<file path="config.mk">
export PLATFORM = sky130hd
export DESIGN_NAME = gray_ptr_sync
export DESIGN_NICKNAME = d
export VERILOG_FILES = /design/src/rtl/sync_pkg.sv /design/src/rtl/sync_chain.sv /design/src/rtl/gray_ptr_sync.sv
export SDC_FILE = /design/constraint.sdc
export NUM_CORES = 1
export LEC_CHECK = 0
export ABC_AREA = 1
export BUFFER_PORTS_ARGS = -buffer_cell sky130_fd_sc_hd__buf_4
export CORE_MARGIN = 5
export CORE_UTILIZATION = 35
export DETAILED_ROUTE_END_ITERATION = 7
export SLEW_MARGIN = 20
export SYNTH_ARGS = -nofsm -noshare
export SYNTH_HDL_FRONTEND = slang
export SYNTH_SLANG_ARGS = --single-unit
</file>
<file path="constraint.sdc">
create_clock -name clk -period 3.7 [get_ports clk]
set_input_delay 0.555 -clock clk [delete_from_list [all_inputs] [get_ports clk]]
set_output_delay 0.555 -clock clk [all_outputs]
set_load 0.03 [all_outputs]
</file>
<file path="src/rtl/sync_pkg.sv">
// ----------------------------------------------------------------------------
// sync_pkg
//   Shared helpers for the multi-bit pointer synchronizers.
//   - gray2bin / bin2gray operate on a fixed SYNC_MAX_WIDTH-bit word. Callers
//     zero-extend narrower buses. The high bits of a zero-extended Gray word
//     decode to zero, so the low bits of the result are the correct binary
//     value for the narrower bus.
//   - SYNC_STAGES_MIN / SYNC_STAGES_MAX bound the synchronizer depth.
// ----------------------------------------------------------------------------
package sync_pkg;

    localparam int SYNC_STAGES_MIN = 2;
    localparam int SYNC_STAGES_MAX = 4;
    localparam int SYNC_MAX_WIDTH  = 64;

    typedef logic [SYNC_MAX_WIDTH-1:0] sync_word_t;

    // MSB passes straight through; every lower bit folds in all bits above it.
    function automatic sync_word_t gray2bin(input sync_word_t g);
        sync_word_t b;
        b[SYNC_MAX_WIDTH-1] = g[SYNC_MAX_WIDTH-1];
        for (int i = SYNC_MAX_WIDTH - 2; i >= 0; i--) begin
            b[i] = b[i+1] ^ g[i];
        end
        return b;
    endfunction

    function automatic sync_word_t bin2gray(input sync_word_t b);
        return b ^ (b >> 1);
    endfunction

endpackage

</file>
<file path="src/rtl/sync_chain.sv">
// ----------------------------------------------------------------------------
// sync_chain
//   Plain STAGES-deep flop chain for bringing an asynchronous bus into the clk
//   domain. The stages are wired flop-to-flop with nothing in between, which
//   keeps the metastability settling time of each stage intact.
//
//   Parameters: WIDTH  - bus width
//               STAGES - chain depth, SYNC_STAGES_MIN..SYNC_STAGES_MAX
//   Ports:      clk    - destination clock
//               rst_n  - asynchronous active-low reset, clears every stage
//               d      - asynchronous input bus
//               q      - output of the last stage
// ----------------------------------------------------------------------------
module sync_chain
    import sync_pkg::*;
#(
    parameter int WIDTH  = 7,
    parameter int STAGES = 2
) (
    input  logic             clk,
    input  logic             rst_n,
    input  logic [WIDTH-1:0] d,
    output logic [WIDTH-1:0] q
);

    generate
        if (STAGES < SYNC_STAGES_MIN || STAGES > SYNC_STAGES_MAX) begin : g_bad_stages
            $error("sync_chain: STAGES=%0d outside %0d..%0d",
                   STAGES, SYNC_STAGES_MIN, SYNC_STAGES_MAX);
        end
    endgenerate

    logic [WIDTH-1:0] stage_reg [STAGES];

    genvar gi;
    generate
        for (gi = 0; gi < STAGES; gi++) begin : g_stage
            if (gi == 0) begin : g_first
                always_ff @(posedge clk or negedge rst_n) begin
                    if (!rst_n) begin
                        stage_reg[gi] <= '0;
                    end else begin
                        stage_reg[gi] <= d;
                    end
                end
            end else begin : g_next
                always_ff @(posedge clk or negedge rst_n) begin
                    if (!rst_n) begin
                        stage_reg[gi] <= '0;
                    end else begin
                        stage_reg[gi] <= stage_reg[gi-1];
                    end
                end
            end
        end
    endgenerate

    assign q = stage_reg[STAGES-1];

endmodule

</file>
<file path="src/rtl/gray_ptr_sync.sv">
// ----------------------------------------------------------------------------
// gray_ptr_sync
//   Synchronizes a (normally Gray-coded) pointer bus into the clk domain,
//   decodes it to binary, and reports change / stability status.
//
//   Parameters: WIDTH         - bus width (1..64)
//               STAGES        - synchronizer depth (2..4)
//               GRAY_IN       - 1: din is Gray coded and decoded; 0: passthrough
//               STABLE_CYCLES - quiet cycles before 'stable' asserts (>= 1)
//   Ports:      clk           - destination clock
//               rst_n         - asynchronous active-low reset
//               din           - source-domain registered bus
//               q_sync        - last synchronizer stage
//               q_bin         - registered decoded value (one edge after q_sync)
//               chg           - one-cycle pulse on each new q_bin value
//               stable        - q_bin unchanged for STABLE_CYCLES cycles
//               err_multibit  - sticky flag: q_sync moved by more than one bit
//
//   Optional macro SYNC_ASSERT_EN: when defined (and GRAY_IN=1) the multi-bit
//   change checker is built; otherwise err_multibit is constant 0.
// ----------------------------------------------------------------------------
module gray_ptr_sync
    import sync_pkg::*;
#(
    parameter int WIDTH         = 7,
    parameter int STAGES        = 2,
    parameter int GRAY_IN       = 1,
    parameter int STABLE_CYCLES = 4
) (
    input  logic             clk,
    input  logic             rst_n,
    input  logic [WIDTH-1:0] din,
    output logic [WIDTH-1:0] q_sync,
    output logic [WIDTH-1:0] q_bin,
    output logic             chg,
    output logic             stable,
    output logic             err_multibit
);

    localparam int                CNT_W   = $clog2(STABLE_CYCLES + 1);
    localparam logic [CNT_W-1:0]  CNT_MAX = CNT_W'(STABLE_CYCLES);

    generate
        if (WIDTH < 1 || WIDTH > SYNC_MAX_WIDTH) begin : g_bad_width
            $error("gray_ptr_sync: WIDTH=%0d outside 1..%0d", WIDTH, SYNC_MAX_WIDTH);
        end
        if (STABLE_CYCLES < 1) begin : g_bad_stable
            $error("gray_ptr_sync: STABLE_CYCLES must be at least 1");
        end
    endgenerate

    // ------------------------------------------------------------------
    // Synchronizer chain
    // ------------------------------------------------------------------
    sync_chain #(
        .WIDTH  (WIDTH),
        .STAGES (STAGES)
    ) u_chain (
        .clk   (clk),
        .rst_n (rst_n),
        .d     (din),
        .q     (q_sync)
    );

    // ------------------------------------------------------------------
    // Decode
    // ------------------------------------------------------------------
    logic [WIDTH-1:0] q_bin_next;

    generate
        if (GRAY_IN != 0) begin : g_decode
            sync_word_t gray_wide;
            sync_word_t bin_wide;
            assign gray_wide  = sync_word_t'(q_sync);
            assign bin_wide   = gray2bin(gray_wide);
            assign q_bin_next = bin_wide[WIDTH-1:0];
            // Bits above WIDTH decode from zero-extension and are always 0.
            if (WIDTH < SYNC_MAX_WIDTH) begin : g_hi
                logic unused_bin_hi;
                assign unused_bin_hi = ^bin_wide[SYNC_MAX_WIDTH-1:WIDTH];
            end
        end else begin : g_pass
            assign q_bin_next = q_sync;
        end
    endgenerate

    // ------------------------------------------------------------------
    // q_bin / chg / quiet counter
    // ------------------------------------------------------------------
    logic [WIDTH-1:0] q_bin_reg;
    logic             chg_reg;
    logic             chg_next;
    logic [CNT_W-1:0] cnt_reg;
    logic [CNT_W-1:0] cnt_next;

    // The counter is cleared in the same edge that raises chg, so the
    // counter already reads 0 during the chg cycle and stable drops with it.
    always_comb begin
        chg_next = (q_bin_next != q_bin_reg);
        cnt_next = cnt_reg;
        if (chg_next) begin
            cnt_next = '0;
        end else if (cnt_reg != CNT_MAX) begin
            cnt_next = cnt_reg + CNT_W'(1);
        end
    end

    always_ff @(posedge clk or negedge rst_n) begin
        if (!rst_n) begin
            q_bin_reg <= '0;
            chg_reg   <= 1'b0;
            cnt_reg   <= '0;
        end else begin
            q_bin_reg <= q_bin_next;
            chg_reg   <= chg_next;
            cnt_reg   <= cnt_next;
        end
    end

    assign q_bin  = q_bin_reg;
    assign chg    = chg_reg;
    assign stable = (cnt_reg == CNT_MAX);

    // ------------------------------------------------------------------
    // Gray-violation checker
    // ------------------------------------------------------------------
`ifdef SYNC_ASSERT_EN
    generate
        if (GRAY_IN != 0) begin : g_checker
            logic [WIDTH-1:0] q_sync_prev_reg;
            logic [WIDTH-1:0] q_diff;
            logic             multibit;
            logic             err_reg;

            assign q_diff = q_sync ^ q_sync_prev_reg;
            // x & (x-1) clears the lowest set bit; anything left means >1 bit.
            assign multibit = |(q_diff & (q_diff - WIDTH'(1)));

            always_ff @(posedge clk or negedge rst_n) begin
                if (!rst_n) begin
                    q_sync_prev_reg <= '0;
                    err_reg         <= 1'b0;
                end else begin
                    q_sync_prev_reg <= q_sync;
                    err_reg         <= err_reg | multibit;
                end
            end

            assign err_multibit = err_reg;
        end else begin : g_no_checker
            assign err_multibit = 1'b0;
        end
    endgenerate
`else
    assign err_multibit = 1'b0;
`endif

endmodule
</file>
# --- Word-level counts from Yosys, hierarchy flattened ---
# Index checks and enable logic that the tools add are counted.
totals:
  reg_bits: 25
  in_bits: 9
  output_inout_bits: 17
  word_cells: 18
classes:
  add_sub_neg: 1
  n_eq_ne: 3
  mux: 2
  n_bitwise: 6
  n_reduce_logical: 1
op_table:
  columns: ["operator", "count"]
  rows:
  - ["$ne A7 B7 Y1", 1]
  - ["$mux W3", 2]
  - ["$xor A1 B1 Y1", 6]
  - ["$add A3 B1 Y3 const B", 1]
  - ["$eq A3 B3 Y1 const B", 1]
  - ["$ne A3 B3 Y1 const B", 1]
  - ["$reduce_bool A2 Y1", 1]

# --- Depth between registers and ports, before layout ---
logic_depth:
  depth_word: 8
  ltp_mapped: 13

# --- Modules after synthesis ---
# A second synthesis with hierarchy kept.
unflattened:
  hier_cells: 106
  hier_area_um2: 1143.6
modules_own_cells:
  columns: ["module", "n_inst", "cells_each", "area_each_um2"]
  rows:
  - ["gray_ptr_sync", 1, 85, 740.7]
  - ["sync_chain", 1, 21, 402.9]

# --- Worst setup path before layout ---
# No wires, ideal clock.
synth_timing:
  kind: "flip-flop to flip-flop"
  start: "register u_chain.stage_reg (netlist bit u_chain.q[6])"
  end: "register cnt_reg[1]"
  setup_ns: 0.123
  arrival_time_ns: 1.390
  required_ns: 3.577
  setup_slack_ns: 2.188
  path_stages_with_launch: 13
  cell_sequence: "dfrtp_1 > inv_2 > nand2_2 > nand3_2 > nand3_1 > nand3_1 > nand3_4 > nand2_4 > nand2_2 > nand3_1 > nand2_1 > nand2_2 > nor2_2"
synth_between:
  elab_chain_len: 8
  word_cells_on_any_way: 9
synth_lines:
  columns: ["element", "line", "rtl"]
  rows:
  - ["from (decl)", "sync_chain.sv:33", "logic [WIDTH-1:0] stage_reg [STAGES];"]
  - ["from (signal, indexed assignment)", "sync_chain.sv:51", "stage_reg[gi] <= stage_reg[gi-1];"]
  - ["$xor A1 B1 Y1 (*) (5 in a row)", "sync_pkg.sv:23", "b[i] = b[i+1] ^ g[i];"]
  - ["net g_decode.bin_wide[1]", "gray_ptr_sync.sv:73", "sync_word_t bin_wide;"]
  - ["$xor A1 B1 Y1", "sync_pkg.sv:23", null]
  - ["$ne A7 B7 Y1 (*)", "gray_ptr_sync.sv:99", "chg_next = (q_bin_next != q_bin_reg);"]
  - ["net chg_next", "gray_ptr_sync.sv:92", "logic chg_next;"]
  - ["$mux W3 or $reduce_bool A2 Y1 (tied branches)", null, null]
  - ["to (signal assigned)", "gray_ptr_sync.sv:116", "cnt_reg <= cnt_next;"]
  - ["to (decl)", "gray_ptr_sync.sv:93", "logic [CNT_W-1:0] cnt_reg;"]
# The timed path passes the listed nets; every way through them passes the cells marked *.
# A chain may end at the register's enable or synchronous reset.

# --- Worst setup path in the final report ---
layout_timing:
  start: "register cnt_reg[0]"
  end: "output stable"
layout_between:
  elab_chain_len: 1
layout_lines:
  columns: ["element", "line", "rtl"]
  rows:
  - ["$eq A3 B3 Y1", "gray_ptr_sync.sv:122", "assign stable = (cnt_reg == CNT_MAX);"]
  - ["to (decl)", "gray_ptr_sync.sv:36", "output logic stable,"]
# Every way passes these cells.

==> results.md <==
- Mapped Area: 1130 µm²
- Distinct cells, synth: 20
- Clock Pin Slew Worst Setup and Hold Paths: 0.14 ns
- Status: finished clean
- Combinational cell fraction of total power: 0.205
- TNS Setup: 0 ns
- Synth Area in Simple Gates: 0.274
- Synth Register Bits: 25
- Syn. warnings: 0
- Switching Power: 0.162 mW
- Crit share post-route: 0.504
- Multiplexer area fraction after synthesis: 0
- Final setup margin: 1.84 ns
- H-Tree Depth: 1
- Detailed Routing Iterations Pass 1: 4
- Routed WL: 1740 µm
- RSZ-0062 raised after global routing: no
- Clock Skews: 0.00819 ns
- DP HPWL: 1390 µm
- Critical path class: flop to output port
- Leakage power: 0.666 nW
- RD Place Congestion: 0.730
- Post-route core utilization: 0.433
- Sw Share: 0.304
- Initial Util: 0.366
- Pwr/cell area: 400 nW/µm²
- Std cell rows: 20
- Final setup vio count: 0
- WHS: 0.106 ns
- Seq pwr share: 0.567
- GRT Total Usage: 0.0894
- Largest net degree at the start of global routing: 26
- Crit-path cells: inv_1 > ha_1 > nand2_1 > inv_1 > buf_4
- Clock buffer depth: 2
- Critical Path Start Type: flop
- Int Power: 0.371 mW
- # diodes: 0
- Clk pwr share: 0.228
- DP Cell Count: 170
- Multi-input logic area: 388 µm²
- Most used cell, CP: inv_1
- Slowest-stage cell, CP: dfrtp_1
- Fin cells: 174
- Design area: 1330 µm²
- Area post-placement: 1300 µm²
- Routed Antenna Nets: 0
- DRC violations left: 0
- Max_cap viols: 0
- CTS tree: yes
- Vias in the first global route: 680
- Largest family of logic cells by synthesized area: simple AND/OR/NAND/NOR gates
- Area growth from synthesis to layout: 18.2%
- Sink Count: 25
- First-pass GRT wire length: 2950 µm
- Ports: 26
- Min Tclk post-route: 1.86 ns
- # fillers: 292
- Critical-path maximum fanout: 3
- Vias post-DR: 736
- Max-slew violation count: 0
- Synth Area in Adders: 0.0222
- TritonCTS Buffers: 3
- Port bufs: 24
- Yosys top cell area share: 0.556
- Crit-path leading delay family: flip-flops
- Pwr Total: 0.532 mW
- Core ar.: 3080 µm²
- Post-CTS setup buffers: 0
- Critical path endpoint category: output port
- Layout cells sized above 1: 0.369
- Sequential share of the synthesized area: 0.556
- Initial antenna violation count: 0
- Arrival time worst endpoint: 1.31 ns
- Routed length per placed instance: 9.97 µm
- Synth area leaders: dfrtp_1, nand3_1, nand2_1
- Routed vias/inst: 4.23
- Total grt overflow: 0
- Buf+Inv Stages, Crit Path: 3
- Worst Path Required: 3.14 ns
- Worst slack at placement: 2.00 ns
- Worst vdd ir: 0.144 mV
- CTS resizes: 0
- Die area: 4450 µm²
- Net count after synthesis: 121
- Die Y: 66.7 µm
- Synth Area in XOR/XNOR: 0.0233
- Hold WC Path Type: input pin to asynchronous set/reset pin
- CP max stage delay: 0.39 ns
- Cell count after synthesis: 110
- Initial DRC Count: 9
- Final #Nets: 142
- Synth Area in Compound Gates: 0.0211
- Reg area: 626 µm²
- Avg Cell Area, Syn: 10.2 µm²
- Worst-Skew Late Latency: 0.31 ns
- Synth area leader: dfrtp_1
- Fmax: 0.537 GHz
- Clock root buffer: clkbuf_4
- Die W: 66.7 µm
- Hold_buf cts: 0
- Fin. Hold Viols: 0
[path summary, 6_finish.rpt]
| check | start | end | slack, ns | cells past startpoint |
|---|---|---|---|---|
| max | cnt_reg[0]$_DFFE_PN0P_ | stable | 1.84 | 5 |
| min | rst_n | u_chain.stage_reg[11]$_DFF_PN0_ | 0.11 | 1 |
| max reg2reg | u_chain.q[6]$_DFF_PN0_ | cnt_reg[1]$_DFFE_PN0P_ | 1.97 | 11 |
| min reg2reg | u_chain.stage_reg[8]$_DFF_PN0_ | u_chain.q[1]$_DFF_PN0_ | 0.36 | 0 |
| max in group asynchronous | rst_n | cnt_reg[2]$_DFFE_PN0P_ | 3.35 | 1 |
| min in group clk | din[5] | u_chain.stage_reg[12]$_DFF_PN0_ | 0.33 | 1 |
[routing by layer]
layer	wire (µm)	track usage	share of wire
met3	116	0.0304	0.067
met2	820	0.134	0.47
met1	780	0.117	0.45
met5	0	0	0
met4	17	0.0381	0.0098
[cell families (layout without fill, tap and decap cells)]
group                    Yosys count  in the layout
AO/OA/AOI/OAI                      4              4
flip-flops                        25             25
buffers and inverters             22             42
other                              1              1
XOR/XNOR                           3              3
AND/OR/NAND/NOR                   53             53
adder cells (fa/ha/maj)            2              2
[synthesized netlist by cell type (all sizes together)]
library cell and instances:
ha 2, dfrtp 25, conb 1, buf 8
inv 14, nor2 5, a21oi 2, nand3 21
nand3b 1, nand2 25, xor2 3, or2 1
o21ai 2
[cell type report]
| class | count | share of cell area |
|---|---|---|
| clock inverter | 1 | 0.00564 |
| multi-input combinational | 63 | 0.291 |
| sequential | 25 | 0.470 |
| inverter | 14 | 0.0395 |
| clock buffer | 3 | 0.0169 |
| tap | 44 | 0.0414 |
| timing repair buffer | 24 | 0.135 |
[power groups by stage]
stage / Combinational [mW] / Sequential (mW) / Clock [mW]
floorplan: 0.0627 / 0.321 / 0
global placement: 0.109 / 0.307 / 0
detailed placement: 0.111 / 0.307 / 0
CTS: 0.111 / 0.302 / 0.129
global route: 0.120 / 0.305 / 0.135
finish: 0.109 / 0.302 / 0.121
[cells in the final DEF (no fill, tap or decap), drive strengths merged]
cell      instances
dfrtp            25
nand2            25
buf              24
nand3            21
inv              14
nor2              5
xor2              3
clkbuf            3
o21ai             2
ha                2
a21oi             2
nand3b            1
or2               1
conb              1
clkinvlp          1
Power figures use the tool's default switching activity.
